<file path="src/rtl/alu_cmp_sequencer.sv">
// Command-side sequencer for the ALU comparison unit.
// Optional wait watchdog compiled in with ALU_SEQ_TIMEOUT_EN.
module alu_cmp_sequencer #(
  parameter int alu_width = 16,
  parameter int TIMEOUT   = 4
) (
  input  logic                 clk,
  input  logic                 rst,
  input  logic                 cmd_valid,
  output logic                 cmd_ready,
  input  logic [alu_width-1:0] cmd_a,
  input  logic [alu_width-1:0] cmd_b,
  input  logic [1:0]           cmd_fun,
  output logic [alu_width-1:0] alu_a,
  output logic [alu_width-1:0] alu_b,
  output logic [1:0]           alu_fun,
  output logic                 comp_enable,
  input  logic                 comp_flag,
  input  logic [alu_width-1:0] comp_out,
  output logic                 rsp_valid,
  input  logic                 rsp_ready,
  output logic [alu_width-1:0] rsp_data,
  output logic                 rsp_err,
  output logic                 busy
);

  if (TIMEOUT < 1) begin : g_bad_timeout
    $error("TIMEOUT must be at least 1");
  end

  typedef enum logic [1:0] {
    IDLE,
    ISSUE,
    WAIT,
    RESP
  } state_t;

  state_t state, state_d;

  logic [alu_width-1:0] a_d, b_d, data_d;
  logic [1:0]           fun_d;
  logic                 en_d, rdy_d, vld_d, busy_d;

`ifdef ALU_SEQ_TIMEOUT_EN
  localparam int CW = (TIMEOUT > 1) ? $clog2(TIMEOUT) : 1;
  localparam logic [CW-1:0] LIM = CW'(TIMEOUT - 1);
  logic [CW-1:0] cnt, cnt_d;
  logic          err_d;
`endif

  always_comb begin
    state_d = state;
    a_d     = alu_a;
    b_d     = alu_b;
    fun_d   = alu_fun;
    data_d  = rsp_data;
    en_d    = 1'b0;
    rdy_d   = 1'b0;
    vld_d   = 1'b0;
`ifdef ALU_SEQ_TIMEOUT_EN
    cnt_d   = cnt;
    err_d   = rsp_err;
`endif
    unique case (state)
      IDLE: begin
        rdy_d = 1'b1;
        if (cmd_valid && cmd_ready) begin
          a_d     = cmd_a;
          b_d     = cmd_b;
          fun_d   = cmd_fun;
          en_d    = 1'b1;
          rdy_d   = 1'b0;
          state_d = ISSUE;
        end
      end
      ISSUE: begin
        state_d = WAIT;
`ifdef ALU_SEQ_TIMEOUT_EN
        cnt_d   = '0;
`endif
      end
      WAIT: begin
        if (comp_flag) begin
          data_d  = comp_out;
          vld_d   = 1'b1;
          state_d = RESP;
`ifdef ALU_SEQ_TIMEOUT_EN
          err_d   = 1'b0;
        end else if (cnt == LIM) begin
          data_d  = '0;
          err_d   = 1'b1;
          vld_d   = 1'b1;
          state_d = RESP;
        end else begin
          cnt_d   = cnt + CW'(1);
`endif
        end
      end
      RESP: begin
        vld_d = 1'b1;
        if (rsp_ready) begin
          vld_d   = 1'b0;
          data_d  = '0;
          rdy_d   = 1'b1;
          state_d = IDLE;
`ifdef ALU_SEQ_TIMEOUT_EN
          err_d   = 1'b0;
`endif
        end
      end
    endcase
    busy_d = (state_d != IDLE);
  end

  always_ff @(posedge clk) begin
    if (rst) begin
      state       <= IDLE;
      alu_a       <= '0;
      alu_b       <= '0;
      alu_fun     <= '0;
      comp_enable <= 1'b0;
      cmd_ready   <= 1'b1;
      rsp_valid   <= 1'b0;
      rsp_data    <= '0;
      busy        <= 1'b0;
    end else begin
      state       <= state_d;
      alu_a       <= a_d;
      alu_b       <= b_d;
      alu_fun     <= fun_d;
      comp_enable <= en_d;
      cmd_ready   <= rdy_d;
      rsp_valid   <= vld_d;
      rsp_data    <= data_d;
      busy        <= busy_d;
    end
  end

`ifdef ALU_SEQ_TIMEOUT_EN
  always_ff @(posedge clk) begin
    if (rst) begin
      cnt     <= '0;
      rsp_err <= 1'b0;
    end else begin
      cnt     <= cnt_d;
      rsp_err <= err_d;
    end
  end
`else
  assign rsp_err = 1'b0;
`endif

endmodule

</file>
<file path="config.mk">
export PLATFORM = sky130hd
export DESIGN_NAME = alu_cmp_sequencer
export DESIGN_NICKNAME = d
export VERILOG_FILES = /design/src/rtl/alu_cmp_sequencer.sv
export SDC_FILE = /design/constraint.sdc
export NUM_CORES = 1
export LEC_CHECK = 0
export ABC_AREA = 1
export BUFFER_PORTS_ARGS = -buffer_cell sky130_fd_sc_hd__buf_2
export CORE_ASPECT_RATIO = 2
export CORE_MARGIN = 3
export CORE_UTILIZATION = 35
export DETAILED_ROUTE_END_ITERATION = 8
export MAX_ROUTING_LAYER = met4
export PLACE_DENSITY = 0.62
export SLEW_MARGIN = 10
export SYNTH_ARGS = -nofsm -noshare
export SYNTH_HDL_FRONTEND = slang
export SYNTH_SLANG_ARGS = --single-unit
</file>
<file path="constraint.sdc">
create_clock -name clk -period 2.2 [get_ports clk]
set_clock_uncertainty 0.05 [all_clocks]
set_input_delay 0.22 -clock clk [delete_from_list [all_inputs] [get_ports clk]]
set_output_delay 0.22 -clock clk [all_outputs]
set_load 0.005 [all_outputs]
</file>
==> flow_summary.ini, run 1 <==
[setup_path]
cp.buffers_inverters = 3
critPathMaxFanout = 35
cp_slowest_cell = inv_2
endpoint = alu_a[10]$_SDFFE_PP0P_
slowest_delay_ns = 0.43
rr_endpoint = alu_a[10]$_SDFFE_PP0P_
rr_worst_depth = 7
critical_path.startpoint_type = flip-flop
r2r-start = state[0]$_SDFF_PP0_
cp_cell_sequence = inv_1 -> ha_1 -> inv_1 -> nor2_4 -> inv_2 -> nor2_1 -> nor2_1
crit_arrival_ns = 1.79
critPathTopFamily = buffers and inverters
crit_path_start = state[0]$_SDFF_PP0_
end_kind = flip-flop
path_depth = 7
r2r_slack_ns = 0.59
required_ns = 2.38
crit_type = reg2reg

[synth]
synthTopCellsByArea = dfxtp_1 (49%), nor2_1 (14%), o21ai_0 (7.9%)
syn_nets = 364
synth_cells = 305
synthDistinctLibCells = 21
syn_area_um2 = 2288
yosys.area.top_type_share_pct = 48.99
yosys.area.top_type = dfxtp_1
ys_warn_count = 0
ys_seq_elements = 56
synth_seq_area_share_pct = 48.99
avgSynthCellArea_um2 = 7.503

[floorplan]
die_area_um2 = 7603
rows = 41
core_area_um2 = 6310
initial_core_util_pct = 36.27
fp.dieW_um = 63.18
die_h_um = 120.4
io_pins = 110

[power_and_ir_drop]
powerDensity_nw_per_um2 = 1159
ir_drop_uv = 799.7
swShare_pct = 34.86
p_leak_nw = 1.628
netSwitchingPower_mw = 1.216
p_int_mw = 2.272
seq_power_share_pct = 42.0
combPwrFrac_pct = 35.1
pwr-share-clk_pct = 22.9

[global_route]
use_met3_pct = 4.089
grt_max_degree = 37
grt_pass1_wl_um = 9528
grt_pass1_vias = 2279
grt_overflow_total = 0
antenna_found_initial = 0
met1_usage_pct = 16.73
grt.busiest_layer = met2
grt.total_usage_pct = 15.92
grt.met2_usage_pct = 28.86

[detailed_routing]
wl_per_cell_um = 11.39
ant_nets = 0
viasPerCell = 4.483
route.detailed.drc = 0
dr.pass1.iters = 4
drtIter0Drc = 102
drt_wl_total_um = 5617
via_count = 2210

[hold_path]
hp-class = in2reg

[clock_tree]
cts_resized = 0
htreeDepth = 2
clock_tree.root_cell = clkbuf_16
cts_sinks = 56
post_cts_buffers = 0
clk_path_buf_depth = 2
path_clk_slew_ns = 0.07
cts_tree = done
ctsHoldBuffers = 0
clk_latency_ns = 0.29
cts_inserted_buffers = 5

[timing]
tns_ns = 0
max-slew-margin-rel_pct = 60.69
post-route-min-period_ns = 1.606
setup_viol = 0
max_freq_mhz = 622.6
period_share_pct = 73.00
maxSlewViolCount = 0
whs_ns = 0.09004
tightestPinTransition_ns = 0.5888
finalHoldViolCount = 0
rsz0062_at_grt = no

[place]
place_congestion = 0.7257
dpl-instance-area_um2 = 2860
place.port_buffers = 108
detailed_place_hpwl_um = 4124

[finish]
post-route-cell-area_um2 = 3009
syn_to_final_growth_pct = 31.49
drive_above_1_share_pct = 36.36
nets = 465
fillCellCount = 669
final_common_cell = buf_2
final_cell_mix = buf_2 (108), nor2_1 (83), dfxtp_1 (56), nand2_1 (42), o21ai_0 (36)
n_antenna_cell = 0

[job]
cap_violations = 0

[outcome]
status = completed
-- power by group through the flow --
stage	sequential, mW	clock, mW	combinational [mW]
6_report	1.46	0.798	1.23
5_1_grt	1.50	0.865	1.43
4_1_cts	1.47	0.832	1.25
3_5_place_dp	1.48	0	1.25
3_3_place_gp	1.48	0	1.24
2_1_floorplan	1.51	0	0.768
-- metal layers --
layer	vias up	share of wire [%]
met3	5	6.9
li1	1143	-
met2	86	50
met1	976	42
met5	-	0
met4	0	1.3
-- how the worst min path moves through the flow --
| stage | start | endpoint | depth (start not counted) |
|---|---|---|---|
| after detailed placement | cmd_b[10] | alu_b[10]$_SDFFE_PP0P_ | 3 |
| after floorplan | rst | rsp_valid$_SDFF_PP0_ | 1 |
| after global routing | rst | rsp_valid$_SDFF_PP0_ | 2 |
| after global placement | rst | rsp_valid$_SDFF_PP0_ | 2 |
| final | rst | rsp_valid$_SDFF_PP0_ | 2 |
| after CTS | rst | rsp_valid$_SDFF_PP0_ | 2 |
-- flip-flops by register name, summed over array words and instances, names as in the netlist --
signal and cells:
busy 1, comp_enable 1, alu_b 16, cmd_ready 1
alu_a 16, alu_fun 2, state 2, rsp_data 16
rsp_valid 1
-- stage by stage --
step / total power, mW / cells / util [%] / worst slack (ns)
global placement: 2.723 / 485 / 45.33 / 0.5785
CTS: 3.555 / 493 / 47.69 / 0.5603
finish: 3.488 / 493 / 47.69 / 0.5939
global route: 3.798 / 493 / 47.69 / 0.3743
floorplan: 2.281 / 305 / - / 0.8273
detailed placement: 2.730 / 485 / 45.33 / 0.5894
-- synthesized netlist by cell type --
cell type  number
nand2_1        42
nor2_1         83
nor2_2         20
nor2_4          1
dfxtp_1        56
buf_2           9
nand3_2         1
a21oi_1         2
clkbuf_2        1
nand4_1         1
buf_8           1
ha_1            4
nand2_4         3
inv_2           3
buf_4           3
conb_1          1
nand3_1        19
clkbuf_1        3
o21ai_0        36
inv_1          15
nand2_2         1
-- layout make-up --
class / count / area, um^2 / area share [%]
Clock buffer: 6 / 138.9 / 4.615
Clock inverter: 2 / 10.01 / 0.3326
Inverter: 18 / 67.56 / 2.245
Multi-Input combinational cell: 214 / 1001 / 33.26
Sequential cell: 56 / 1121 / 37.26
Tap cell: 86 / 107.6 / 3.576
Timing Repair Buffer: 111 / 563.0 / 18.71
-- kinds of logic (layout without fill, tap and decap cells) --
logic type / count (synthesis) / after routing / synth area share [%]
flip-flops: 56 / 56 / 48.99
adder cells (fa/ha/maj): 4 / 4 / 2.187
other: 1 / 1 / 0.1639
AND/OR/NAND/NOR: 171 / 171 / 33.08
buffers and inverters: 35 / 137 / 7.271
AO/OA/AOI/OAI: 38 / 38 / 8.310
Power figures use the tool's default switching activity.
==> inputs of run 2 (changes only) <==
--- a/config.mk
+++ b/config.mk
@@ -5,14 +5,14 @@
 export SDC_FILE = /design/constraint.sdc
 export NUM_CORES = 1
 export LEC_CHECK = 0
-export ABC_AREA = 1
+export ABC_AREA = 0
 export BUFFER_PORTS_ARGS = -buffer_cell sky130_fd_sc_hd__buf_2
 export CORE_ASPECT_RATIO = 2
 export CORE_MARGIN = 3
 export CORE_UTILIZATION = 35
 export DETAILED_ROUTE_END_ITERATION = 8
 export MAX_ROUTING_LAYER = met4
-export PLACE_DENSITY = 0.62
+export PLACE_DENSITY = 0.64
 export SLEW_MARGIN = 10
 export SYNTH_ARGS = -nofsm -noshare
 export SYNTH_HDL_FRONTEND = slang
==> constraint.sdc (replaced) <==
create_clock -name clk -period 1.5 [get_ports clk]
set_clock_uncertainty 0.05 [all_clocks]
set_input_delay 0.15 -clock clk [delete_from_list [all_inputs] [get_ports clk]]
set_output_delay 0.15 -clock clk [all_outputs]
set_load 0.005 [all_outputs]
==> run 2 against run 1 <==
Non-clock buffer count grew 34. First-iteration DRC count shrank 25%. Total power grew 29%. Fmax grew 8.4%. Combinational power grew 44%. Wire length grew 7.9%. Synthesized cell count shrank 29%. Critical path depth shrank 1. Largest cell class unchanged.
==> flow_summary.ini, run 2 <==
[setup_path]
crit_path_start = state[0]$_SDFF_PP0_
rr_endpoint = busy$_SDFF_PP0_
crit_type = reg2reg
r2r_slack_ns = 0.02
slowest_delay_ns = 0.38
required_ns = 1.68
critical_path.startpoint_type = flip-flop
endpoint = busy$_SDFF_PP0_
critPathMaxFanout = 3
r2r-start = state[0]$_SDFF_PP0_
crit_arrival_ns = 1.66
cp_cell_sequence = inv_4 -> buf_6 -> ha_4 -> a21bo_4 -> a311o_1 -> o31ai_2
cp_slowest_cell = dfxtp_4
rr_worst_depth = 6
end_kind = flip-flop

[finish]
syn_to_final_growth_pct = 63.51
nets = 415
post-route-cell-area_um2 = 3279
utilization_pct = 59.98
final_common_cell = buf_2
final_cell_mix = buf_2 (108), nand2_1 (70), dfxtp_1 (54), a21oi_1 (33), dlygate4sd3_1 (19)
stdcell_count = 417
n_antenna_cell = 0
drive_above_1_share_pct = 47.34
top_regs = alu_a x16, alu_b x16, rsp_data x16

[floorplan]
initial_core_util_pct = 36.68
die_area_um2 = 6730
fp.dieW_um = 59.53
rows = 38
core_area_um2 = 5468
io_pins = 110
die_h_um = 113.1

[global_route]
grt.total_usage_pct = 17.43
grt_overflow_total = 0
grt_pass1_vias = 1941
grt_pass1_wl_um = 8880
antenna_found_initial = 0
grt_max_degree = 41

[job]
cap_violations = 0

[timing]
post-route-min-period_ns = 1.481
setup_viol = 0
max_freq_mhz = 675.2
maxSlewViolCount = 0
whs_ns = 0.01454
period_share_pct = 98.73
finalHoldViolCount = 0
rsz0062_at_grt = yes

[clock_tree]
clock_tree.root_cell = clkbuf_8
clk_path_buf_depth = 2
htreeDepth = 2
path_clk_slew_ns = 0.10
cts_inserted_buffers = 5
clk_latency_ns = 0.31
cts_tree = done
cts_sinks = 56

[synth]
synth_seq_area_share_pct = 55.90
synth_commonest_cells = nand2_1 (70), dfxtp_1 (56), a21oi_1 (35)
avgSynthCellArea_um2 = 9.200
async_flop_share_pct = 0
synthTopCellsByArea = dfxtp_1 (56%), nand2_1 (13%), a21oi_1 (8.7%)
syn_area_um2 = 2006
synth-edff-count = 0
syn_nets = 277
synth_most_common_cell = nand2_1
ys_seq_elements = 56
yosys.area.top_type_share_pct = 55.90
synth_top_flop_cell = dfxtp_1
synth_cells = 218
synthDistinctLibCells = 27
yosys.area.top_type = dfxtp_1
ys_warn_count = 0

[place]
dpl.cell_count = 383
place_congestion = 0.7121
place.port_buffers = 108
dpl-instance-area_um2 = 2669
detailed_place_hpwl_um = 3856

[detailed_routing]
wl_per_cell_um = 14.54
wl_met1_um = 2116
highest_layer = met4
route.detailed.drc = 0
drtIter0Drc = 76
wl_met3_um = 426
drt_wl_total_um = 6062
ant_nets = 0
viasPerCell = 4.796
dr.pass1.iters = 4
via_count = 2000
wl_met2_um = 3413

[power_and_ir_drop]
power_mw = 4.516
ir_drop_uv = 1236
powerDensity_nw_per_um2 = 1377
p_leak_nw = 1.586

[hold_path]
hp-class = in2reg

[outcome]
status = completed
-- run 2: cell type report --
type,count,area (um^2)
Clock buffer,5,68.82
Clock inverter,3,23.77
Fill cell,481,2188
Inverter,3,13.76
Multi-Input combinational cell,145,1005
Sequential cell,56,1129
Tap cell,60,75.07
Timing Repair Buffer,145,964.7
-- run 2: timing repair --
item | in CTS | in global routing
gates resized for setup | 22 | 22
setup endpoints to repair | 17 | 51
hold buffers | 18 | 1
buffers inserted | 5 | 2
cloned | 1 | 3
pin swaps | 11 | 14
endpoints found under the hold margin | 18 | 1
-- run 2: cells by family after synthesis --
| logic type | share of synthesized area (%) |
|---|---|
| buffers and inverters | 4.366 |
| AO/OA/AOI/OAI | 20.03 |
| flip-flops | 55.90 |
| adder cells (fa/ha/maj) | 2.495 |
| AND/OR/NAND/NOR | 16.28 |
| other | 0.1870 |
| multiplexers | 0.7484 |
-- run 2: how the worst min path moves through the flow --
stage	from	endpoint	depth (start not counted)
final	cmd_b[14]	alu_b[14]$_SDFFE_PP0P_	3
after global routing	cmd_b[8]	alu_b[8]$_SDFFE_PP0P_	3
after CTS	comp_out[8]	rsp_data[8]$_SDFFE_PP0P_	2
after detailed placement	comp_out[11]	rsp_data[11]$_SDFFE_PP0P_	2
after global placement	comp_out[0]	rsp_data[0]$_SDFFE_PP0P_	2
after floorplan	comp_out[10]	rsp_data[10]$_SDFFE_PP0P_	1
-- run 2: metal layers --
metal,vias up,GRT usage (%)
li1,1002,-
met1,911,17.94
met2,81,30.46
met3,6,4.680
met4,0,6.509
met5,-,-
-- run 2: report_power, final --
| group | leakage (nW) | internal, mW | switching (mW) |
|---|---|---|---|
| Combinational | 1.09 | 0.938 | 0.831 |
| Clock | 0.0404 | 0.331 | 0.491 |
| Sequential | 0.458 | 1.76 | 0.164 |
-- run 2: per-stage QoR --
stage	setup TNS, ns	setup WS (ns)
2_1_floorplan	0	0.03092
3_3_place_gp	-2.622	-0.1655
3_5_place_dp	-3.558	-0.2337
4_1_cts	-0.9467	-0.06310
5_1_grt	-0.2561	-0.02298
6_report	0	0.01902
-- run 2: worst max-delay path, delay by kind of cell (launching register included) --
family | cells | cell delay [ns]
buffers and inverters | 2 | 0.17
DFF | 1 | 0.38
AOI/OAI and AO/OA | 3 | 0.67
adders and majority gates | 1 | 0.12
==> inputs of run 3 (changes only) <==
==> constraint.sdc (replaced) <==
create_clock -name clk -period 1.8 [get_ports clk]
set_clock_uncertainty 0.05 [all_clocks]
set_input_delay 0.18 -clock clk [delete_from_list [all_inputs] [get_ports clk]]
set_output_delay 0.18 -clock clk [all_outputs]
set_load 0.005 [all_outputs]
==> run 3 against run 2 <==
Worst hold slack better by 0.018 ns. Critical path type unchanged. Die area did not move. Critical path depth unchanged. Clock power fell by 15%. Global-route usage shrank 1.2 points. Wire length is 16% lower. Non-clock buffer count down 30. Final cell count is 7.2% lower. Largest cell class unchanged. Largest power group unchanged. Total power decreased by 27%.
==> flow_summary.ini, run 3 (synthesis results as in run 2) <==
[setup_path]
crit_type = reg2reg
cp_slowest_cell = dfxtp_1
critical_path.startpoint_type = flip-flop
crit_arrival_ns = 1.87
cp_cell_sequence = inv_1 -> ha_1 -> mux2_4 -> a21oi_4 -> buf_12 -> a22o_2
required_ns = 2.01
slowest_delay_ns = 0.41
r2r-start = state[0]$_SDFF_PP0_
crit_path_start = state[0]$_SDFF_PP0_
critPathMaxFanout = 16
end_kind = flip-flop

[clock_tree]
path_clk_slew_ns = 0.09
clk_latency_ns = 0.30
clk_path_buf_depth = 2
cts_inserted_buffers = 5
cts_sinks = 56
cts_tree = done
htreeDepth = 2
clock_tree.root_cell = clkbuf_8

[hold_path]
worstHoldStart = comp_out[15]
hp-class = in2reg

[detailed_routing]
drtIter0Drc = 45
drt_wl_total_um = 5075
ant_nets = 0
viasPerCell = 4.736
route.detailed.drc = 0
via_count = 1833
dr.pass1.iters = 4
wl_per_cell_um = 13.11

[global_route]
grt_max_degree = 41
grt.total_usage_pct = 16.20
antenna_found_initial = 0
grt_overflow_total = 0
grt_pass1_vias = 1893
grt_pass1_wl_um = 8259

[power_and_ir_drop]
ir_drop_uv = 920.7
powerDensity_nw_per_um2 = 1210
p_leak_nw = 1.341

[finish]
final_common_cell = buf_2
top_regs = alu_a x16, alu_b x16, rsp_data x16
syn_to_final_growth_pct = 36.31
final_cell_mix = buf_2 (108), nand2_1 (70), dfxtp_1 (56), a21oi_1 (35), a22o_2 (16)
nets = 385
stdcell_count = 387
drive_above_1_share_pct = 44.04
n_antenna_cell = 0

[timing]
period_share_pct = 92.31
rsz0062_at_grt = no
max_freq_mhz = 601.9
maxSlewViolCount = 0
setup_viol = 0
post-route-min-period_ns = 1.662
finalHoldViolCount = 0
tns_ns = 0

[floorplan]
die_area_um2 = 6730
initial_core_util_pct = 36.68
io_pins = 110
core_area_um2 = 5468
rows = 38
die_h_um = 113.1
fp.dieW_um = 59.53

[place]
place.port_buffers = 108
dpl.cell_count = 378
place_congestion = 0.6772
detailed_place_hpwl_um = 3780

[outcome]
status = completed

[job]
cap_violations = 0
run 3: cell count changes in the layout (fill, tap and decap cells not counted), moves of 3 or more:
cell           before  now
a22o_2              0   16
a22o_4             16    0
buf_6               3    0
ha_1                0    4
buf_4               8    4
ha_4                4    0
dlygate4sd3_1      19    0
run 3: area by class of cell:
| type | count | area (um^2) |
|---|---|---|
| clock buffer | 6 | 82.58 |
| clock inverter | 2 | 10.01 |
| fill | 567 | 2734 |
| inverter | 3 | 11.26 |
| multi-input combinational | 145 | 803.3 |
| sequential | 56 | 1121 |
| tap | 60 | 75.07 |
| timing repair buffer | 115 | 630.6 |
run 3: worst paths after layout:
check                         endpoint  slack, ns  cells after the start
max          rsp_data[13]$_SDFFE_PP0P_       0.14                      6
min          rsp_data[15]$_SDFFE_PP0P_       0.03                      2
max reg2reg  rsp_data[13]$_SDFFE_PP0P_       0.14                      6
min reg2reg      alu_b[2]$_SDFFE_PP0P_       0.41                      2
run 3: report_power, final:
group	switching, mW	total [mW]	internal [mW]
Sequential	0.113	1.57	1.46
Clock	0.388	0.696	0.308
Combinational	0.551	1.04	0.491
Total	1.05	3.31	2.26
run 3: through the flow:
stage	hold slack, ns	total power [mW]	area, um^2	setup WS (ns)	utilization (%)
floorplan	0.2609	2.195	2006	0.2040	-
global placement	0.3466	2.631	2615	-0.03167	47.83
detailed placement	0.3468	2.652	2615	-0.1456	47.83
CTS	0.01462	3.360	2714	0.08342	49.63
global route	0.02133	3.555	2734	0.05158	50.00
finish	0.03231	3.309	2734	0.1385	50.00
run 3: worst max-delay path: cells and delay by family, from the launching register on:
kind	cells	cell delay, ns
DFF	1	0.41
buffers and inverters	2	0.26
muxes	1	0.33
adders and majority gates	1	0.26
AOI/OAI and AO/OA	2	0.31
run 3: per-layer routing:
metal	wire, um	vias to the layer above	GRT usage, %
met5	0	-	-
met3	466	7	5.137
li1	-	936	-
met2	2620	76	28.20
met4	112	0	6.361
met1	1875	814	16.15
run 3: timing repair:
action	CTS	global route
endpoints found under the setup margin	16	16
pin swaps	0	1
setup buffers	0	1
hold buffers	0	0
resized for setup	1	0
